$ cat src/rtl/ldw_ctrl.sv
// Multi-cycle load/store/branch controller: sequences FETCH, DECODE, EXEC,
// MEM, WB, BRANCH and JUMP for a MIPS-like datapath. A memory wait watchdog
// traps into a sticky TRAP state, which only reset can leave.
module ldw_ctrl #(
  parameter int ACK_TIMEOUT = 255
) (
  input  logic        clk,
  input  logic        rst_n,
  input  logic [31:0] instr,
  input  logic        mem_ack,
  input  logic        alu_z,
  output logic        ir_we,
  output logic        pc_we,
  output logic        mem_req,
  output logic        mem_we,
  output logic        iord,
  output logic        reg_we,
  output logic        reg_dst,
  output logic        mem_to_reg,
  output logic [1:0]  alu_src_a,
  output logic [2:0]  alu_src_b,
  output logic [3:0]  alu_op,
  output logic [2:0]  state,
  output logic        trap
);

  typedef enum logic [2:0] {
    S_FETCH  = 3'd0,
    S_DECODE = 3'd1,
    S_EXEC   = 3'd2,
    S_MEM    = 3'd3,
    S_WB     = 3'd4,
    S_BRANCH = 3'd5,
    S_JUMP   = 3'd6,
    S_TRAP   = 3'd7
  } state_e;

  typedef enum logic [3:0] {
    OP_ADD = 4'b0000,
    OP_SUB = 4'b0100,
    OP_AND = 4'b0001,
    OP_OR  = 4'b0101,
    OP_XOR = 4'b0010,
    OP_LUI = 4'b0110,
    OP_SLL = 4'b0011,
    OP_SRL = 4'b0111,
    OP_SRA = 4'b1111
  } alu_op_e;

  typedef enum logic [1:0] {
    C_EXEC,
    C_BRANCH,
    C_JUMP,
    C_ILLEGAL
  } iclass_e;

  localparam logic [5:0] OPC_RTYPE = 6'h00;
  localparam logic [5:0] OPC_J     = 6'h02;
  localparam logic [5:0] OPC_BEQ   = 6'h04;
  localparam logic [5:0] OPC_BNE   = 6'h05;
  localparam logic [5:0] OPC_ADDI  = 6'h08;
  localparam logic [5:0] OPC_ANDI  = 6'h0C;
  localparam logic [5:0] OPC_ORI   = 6'h0D;
  localparam logic [5:0] OPC_XORI  = 6'h0E;
  localparam logic [5:0] OPC_LUI   = 6'h0F;
  localparam logic [5:0] OPC_LW    = 6'h23;
  localparam logic [5:0] OPC_SW    = 6'h2B;

  localparam logic [5:0] FN_SLL = 6'h00;
  localparam logic [5:0] FN_SRL = 6'h02;
  localparam logic [5:0] FN_SRA = 6'h03;
  localparam logic [5:0] FN_ADD = 6'h20;
  localparam logic [5:0] FN_SUB = 6'h22;
  localparam logic [5:0] FN_AND = 6'h24;
  localparam logic [5:0] FN_OR  = 6'h25;
  localparam logic [5:0] FN_XOR = 6'h26;

  // Last wait count that may still be followed by an ack without trapping.
  localparam logic [7:0] WAIT_LAST = 8'(ACK_TIMEOUT - 1);

  state_e     state_q, state_d;
  logic [7:0] wait_q, wait_d;
  logic [5:0] opcode_q, funct_q;

  // Raw strobes before the reset gate.
  logic ir_we_c, pc_we_c, mem_req_c, mem_we_c, reg_we_c;

  // Decoded view of the latched instruction.
  iclass_e  cls;
  alu_op_e  ex_op;
  logic [1:0] ex_src_a;
  logic [2:0] ex_src_b;
  logic is_r, is_lw, is_sw, is_bne;

  // Only opcode and funct steer the controller; the register and immediate
  // fields belong to the datapath.
  logic unused_instr_bits;
  assign unused_instr_bits = ^instr[25:6];

  // Classify the latched instruction and pick its EXEC operands and ALU op.
  always_comb begin
    // NOTE: every output of a combinational block gets a default first, so no
    // path leaves a value unassigned and no latch is inferred.
    cls      = C_ILLEGAL;
    ex_op    = OP_ADD;
    ex_src_a = 2'b01;
    ex_src_b = 3'b000;
    is_r     = 1'b0;
    is_lw    = 1'b0;
    is_sw    = 1'b0;
    is_bne   = 1'b0;
    case (opcode_q)
      OPC_RTYPE: begin
        is_r = 1'b1;
        cls  = C_EXEC;
        case (funct_q)
          FN_ADD: ex_op = OP_ADD;
          FN_SUB: ex_op = OP_SUB;
          FN_AND: ex_op = OP_AND;
          FN_OR:  ex_op = OP_OR;
          FN_XOR: ex_op = OP_XOR;
          FN_SLL: begin ex_op = OP_SLL; ex_src_a = 2'b10; end
          FN_SRL: begin ex_op = OP_SRL; ex_src_a = 2'b10; end
          FN_SRA: begin ex_op = OP_SRA; ex_src_a = 2'b10; end
          default: cls = C_ILLEGAL;
        endcase
      end
      OPC_ADDI: begin cls = C_EXEC; ex_src_b = 3'b010; end
      OPC_ANDI: begin cls = C_EXEC; ex_src_b = 3'b011; ex_op = OP_AND; end
      OPC_ORI:  begin cls = C_EXEC; ex_src_b = 3'b011; ex_op = OP_OR;  end
      OPC_XORI: begin cls = C_EXEC; ex_src_b = 3'b011; ex_op = OP_XOR; end
      OPC_LUI:  begin cls = C_EXEC; ex_src_b = 3'b011; ex_op = OP_LUI; end
      OPC_LW:   begin cls = C_EXEC; ex_src_b = 3'b010; is_lw = 1'b1; end
      OPC_SW:   begin cls = C_EXEC; ex_src_b = 3'b010; is_sw = 1'b1; end
      OPC_BEQ:  cls = C_BRANCH;
      OPC_BNE:  begin cls = C_BRANCH; is_bne = 1'b1; end
      OPC_J:    cls = C_JUMP;
      default:  cls = C_ILLEGAL;
    endcase
  end

  // Next state, per-state control outputs and the memory wait counter.
  always_comb begin
    state_d    = state_q;
    ir_we_c    = 1'b0;
    pc_we_c    = 1'b0;
    mem_req_c  = 1'b0;
    mem_we_c   = 1'b0;
    reg_we_c   = 1'b0;
    iord       = 1'b0;
    reg_dst    = 1'b0;
    mem_to_reg = 1'b0;
    alu_src_a  = 2'b00;
    alu_src_b  = 3'b000;
    alu_op     = OP_ADD;
    case (state_q)
      S_FETCH: begin
        mem_req_c = 1'b1;
        alu_src_b = 3'b001;
        if (mem_ack) begin
          ir_we_c = 1'b1;
          pc_we_c = 1'b1;
          state_d = S_DECODE;
        end else if (wait_q == WAIT_LAST) begin
          state_d = S_TRAP;
        end
      end
      S_DECODE: begin
        alu_src_b = 3'b100;
        case (cls)
          C_EXEC:   state_d = S_EXEC;
          C_BRANCH: state_d = S_BRANCH;
          C_JUMP:   state_d = S_JUMP;
          default:  state_d = S_TRAP;
        endcase
      end
      S_EXEC: begin
        alu_src_a = ex_src_a;
        alu_src_b = ex_src_b;
        alu_op    = ex_op;
        state_d   = (is_lw || is_sw) ? S_MEM : S_WB;
      end
      S_MEM: begin
        mem_req_c = 1'b1;
        mem_we_c  = is_sw;
        iord      = 1'b1;
        if (mem_ack) begin
          state_d = is_sw ? S_FETCH : S_WB;
        end else if (wait_q == WAIT_LAST) begin
          state_d = S_TRAP;
        end
      end
      S_WB: begin
        reg_we_c   = 1'b1;
        reg_dst    = is_r;
        mem_to_reg = is_lw;
        state_d    = S_FETCH;
      end
      S_BRANCH: begin
        alu_src_a = 2'b01;
        alu_op    = OP_SUB;
        pc_we_c   = is_bne ? ~alu_z : alu_z;
        state_d   = S_FETCH;
      end
      S_JUMP: begin
        pc_we_c = 1'b1;
        state_d = S_FETCH;
      end
      S_TRAP:  state_d = S_TRAP;
      default: state_d = S_TRAP;
    endcase

    // Restart the count on any state change so each access gets a full budget.
    wait_d = wait_q;
    if (state_d != state_q) begin
      wait_d = '0;
    end else if (mem_req_c && !mem_ack) begin
      wait_d = wait_q + 8'd1;
    end
  end

  // State, wait counter and latched opcode/funct registers.
  always_ff @(posedge clk or negedge rst_n) begin
    // NOTE: the small decode registers are reset too, so the decoded class is
    // never X even though it is only consulted after a fetch has loaded it.
    if (!rst_n) begin
      state_q  <= S_FETCH;
      wait_q   <= '0;
      opcode_q <= '0;
      funct_q  <= '0;
    end else begin
      // NOTE: sequential state uses non-blocking assignments so every register
      // samples the pre-edge values regardless of statement order.
      state_q <= state_d;
      wait_q  <= wait_d;
      if (ir_we_c) begin
        opcode_q <= instr[31:26];
        funct_q  <= instr[5:0];
      end
    end
  end

  // Strobes are gated by rst_n so they drop the instant reset asserts, even
  // though the reset state FETCH would otherwise request memory.
  assign ir_we   = rst_n & ir_we_c;
  assign pc_we   = rst_n & pc_we_c;
  assign mem_req = rst_n & mem_req_c;
  assign mem_we  = rst_n & mem_we_c;
  assign reg_we  = rst_n & reg_we_c;

  assign state = state_q;
  assign trap  = (state_q == S_TRAP);

endmodule

$ cat config.mk
export PLATFORM = sky130hd
export DESIGN_NAME = ldw_ctrl
export DESIGN_NICKNAME = d
export VERILOG_FILES = /design/src/rtl/ldw_ctrl.sv
export SDC_FILE = /design/constraint.sdc
export NUM_CORES = 1
export LEC_CHECK = 0
export CELL_PAD_IN_SITES_DETAIL_PLACEMENT = 0
export CELL_PAD_IN_SITES_GLOBAL_PLACEMENT = 2
export CORE_UTILIZATION = 23
export CTS_CLUSTER_SIZE = 30
export DETAILED_ROUTE_END_ITERATION = 12
export GPL_TIMING_DRIVEN = 1
export PLACE_DENSITY = 0.73
export SETUP_SLACK_MARGIN = 0.1
export SLEW_MARGIN = 20
export SYNTH_ARGS = -nofsm -noshare
export SYNTH_HDL_FRONTEND = slang
export SYNTH_SLANG_ARGS = --single-unit
$ cat constraint.sdc
create_clock -name clk -period 1.8 [get_ports clk]
set_input_delay 0.36 -clock clk [delete_from_list [all_inputs] [get_ports clk]]
set_output_delay 0.36 -clock clk [all_outputs]
set_load 0.01 [all_outputs]
==> impl_metrics.csv <==
group,metric,value,unit
power,seqPwrFrac,47.7,%
floorplanning,start_util,23.8,%
worst_setup_path,r2r_end,"wait_q[1]",
timing,setup_tns,-5.24,ns
worst_setup_path,cp-endpoint,"wait_q[1]",
global_routing,use_met3,1.92,%
logic_synthesis,syn_area,1620,um2
worst_hold_path,hold_path_class,"input port to asynchronous set/reset pin",
global_routing,grtUsageMet2,26.5,%
cts,path_clk_slew,0.08,ns
logic_synthesis,syn_avg_cell_area,8.68,um2
global_routing,grt_start_max_net_pins,24,
power,vdd_ir_drop_max,0.000272,V
global_routing,grtUsageTotal,14.8,%
worst_setup_path,cp_max_fo,8,
detailed_routing,vias_per_cell,4.59,
logic_synthesis,synth.distinct_cells,51,
timing,fin_crit,2.15,ns
floorplanning,core_area,6790,um2
worst_setup_path,slowest_delay,0.40,ns
job,cap_violations,0,
placement,place_congestion,0.798,
logic_synthesis,ys_top_cells_by_area,"dfrtp_1, mux2_2, nor2_1, xor2_1, nand3_1",
worst_setup_path,cp_top_family,"compound AO/OA/AOI/OAI gates",
worst_setup_path,crit_cells,8,
status,violations,"setup timing",
global_routing,grt_pass1_vias,1797,
layout,layoutNonFillerInstCount,390,
logic_synthesis,synth-seq-cells,23,
power,p_sw_share,26.7,%
timing,setup_viol,23,
cts,clock_sinks,23,
cts,cts_made_buffers,3,
logic_synthesis,synth_top_area_share,35.6,%
timing,relSlewSlack,72.8,%
power,combPwrFrac,23.4,%
logic_synthesis,mappedNetlistNets,224,
cts,cts_tree,"done",
floorplanning,pin_count,57,
worst_setup_path,cpMostUsedCell,"buf_6",
worst_setup_path,worstSetupPathType,"flop to flop",
detailed_routing,dr.pass1.iters,4,
logic_synthesis,synth_flop_cell,"dfrtp_1",
worst_setup_path,arrival,2.34,ns
logic_synthesis,yosys_warnings,0,
timing,fin_skew,0.00208,ns
logic_synthesis,ys_async_sr_fraction,100,%
power,p_int,837,uW
timing,final-hold-violation-count,0,
detailed_routing,antenna_left,0,
worst_setup_path,path_cells,"buf_6, buf_6, nand4b_1, buf_6, o311a_1, a311oi_2, o221ai_4, a211oi_2",
layout,nets,333,
floorplanning,die_w,85.8,um
floorplanning,fp-row-count,30,
power,cellPowerDensity,377,nW/um2
timing,setup_slack,-0.346,ns
worst_setup_path,reg2reg_depth,8,
detailed_routing,drt_iter0_drc,89,
power,p_leak,0.00129,uW
placement,io_buffers,36,
layout,diodes,0,
timing,rsz0062_at_grt,"true",
detailed_routing,drt_wl_total,5400,um
logic_synthesis,synth-seq-area-share,35.6,%
worst_setup_path,critPathLaunch,"opcode_q[2]",
power,p_total,1140,uW
timing,tightest_slew,0.402,ns
layout,layout_common_cells,"buf_4, buf_6, dfrtp_1",
worst_setup_path,cp_slowest_cell,"dfrtp_1",
detailed_routing,drc_errors,0,
logic_synthesis,synth_top_cell_by_area,"dfrtp_1",
global_routing,grt_pass1_wl,8600,um
logic_synthesis,synth-edff-count,0,
cts,htreeDepth,1,
timing,clock.fmax,0.466,GHz
logic_synthesis,syn_inst,186,
floorplanning,die-area,7360,um2
cts,cts_buffer_depth,2,
worst_setup_path,r2r_setup_slack,-0.35,ns
worst_setup_path,worstPathRequired,1.99,ns
global_routing,use_met1,18.6,%
cts,hold_buffers,0,
detailed_routing,wl_per_cell,13.9,um
power,clock_power_share,29.0,%
status,status,"finished, violations left",
floorplanning,die_h,85.8,um
global_routing,antenna_found_initial,0,
placement,dp.cells,363,
global_routing,grt.busiest_layer,"met2",
worst_setup_path,cp_num_buf_inv,3,
cts,cts-root-buf,"clkbuf_8",
cts,clk_latency,0.26,ns
detailed_routing,vias,1791,
worst_setup_path,reg2reg_from,"opcode_q[2]",
timing,drv_slew,0,
global_routing,grt-ovfl-total,0,
layout,area_growth,87.3,%
layout,final_common_cell,"buf_4",
timing,fin_crit_sh,119,%
worst_setup_path,end_kind,"flop",
worst_setup_path,start_kind,"flop",
power,power.switching,304,uW
layout,drive_above_1_share,55.4,%
placement,place_hpwl,3700,um
==> layout make-up <==
type	count	area [um2]
Fill cell	674	3770
Tap cell	96	120
Inverter	8	40.0
Clock buffer	4	45.0
Sequential cell	23	579
Multi-Input combinational cell	144	1210
Timing Repair Buffer	115	1030
==> worst register-to-register path, cell delays in order (launching register included) <==
cell	delay [ns]
dfrtp_1	0.40
buf_6	0.12
buf_6	0.10
nand4b_1	0.22
buf_6	0.18
o311a_1	0.31
a311oi_2	0.29
o221ai_4	0.23
a211oi_2	0.22
==> power by group through the flow <==
stage          clock network [uW]  registers, uW  logic [uW]
6_report                      331            544         267
5_1_grt                       360            547         289
4_1_cts                       343            543         242
3_5_place_dp                    0            553         204
3_3_place_gp                    0            552         202
2_1_floorplan                   0            550        84.6
==> cell families after synthesis <==
| logic type | count (synthesis) | share of synthesized area, % |
|---|---|---|
| AND/OR/NAND/NOR | 90 | 29.5 |
| AO/OA/AOI/OAI | 32 | 14.8 |
| flip-flops | 23 | 35.6 |
| buffers and inverters | 19 | 5.96 |
| multiplexers | 11 | 7.67 |
| XOR/XNOR | 9 | 4.88 |
| adder cells (fa/ha/maj) | 2 | 1.55 |
==> timing repair <==
| item | 4_1_cts | 5_1_grt |
|---|---|---|
| gates cloned | 1 | 0 |
| buffers inserted | 18 | 7 |
| endpoints found under the setup margin | 33 | 41 |
| gates resized for setup | 127 | 31 |
| pin swaps | 28 | 14 |
==> Yosys cell counts (4+ instances only) <==
cell and instances:
buf_2 5, dfrtp_1 23, inv_1 6, mux2_2 11, nand2_1 12, nand3_1 13
nand4_1 4, nor2_1 29, nor2b_1 4, nor3_1 4, o21ai_0 10, or3_1 4
xor2_1 8
==> flip-flops by register name, indices dropped and copies added, names as in the netlist <==
signal	count
state	3
wait_q	8
opcode_q	6
funct_q	6
==> per-stage QoR <==
stage | hold slack [ns] | setup slack [ns] | instance area (um2) | util (%)
4_1_cts | 0.492 | -0.414 | 2840 | 41.9
3_3_place_gp | 0.527 | -0.565 | 2510 | 36.9
3_5_place_dp | 0.550 | -0.579 | 2510 | 36.9
2_1_floorplan | 0.0644 | -0.0405 | 1690 | -
5_1_grt | 0.522 | -0.454 | 3030 | 44.5
6_report | 0.484 | -0.346 | 3030 | 44.5
==> metal layers <==
layer / up-vias / part of all wire [%] / wire [um]
met5: - / 0 / 0
met2: 33 / 52 / 2800
met4: 0 / 1.5 / 82
met1: 866 / 43 / 2340
li1: 884 / - / -
met3: 8 / 3.3 / 176
==> worst min path at each step <==
stage | to | cells past startpoint | slack, ns
after global routing | wait_q[7] | 2 | 0.52
after detailed placement | wait_q[7] | 2 | 0.55
after global placement | wait_q[7] | 2 | 0.53
after floorplan | funct_q[0] | 0 | 0.06
after CTS | wait_q[7] | 2 | 0.49
final | wait_q[7] | 2 | 0.48
No activity file was read; power rests on OpenSTA's default activity.
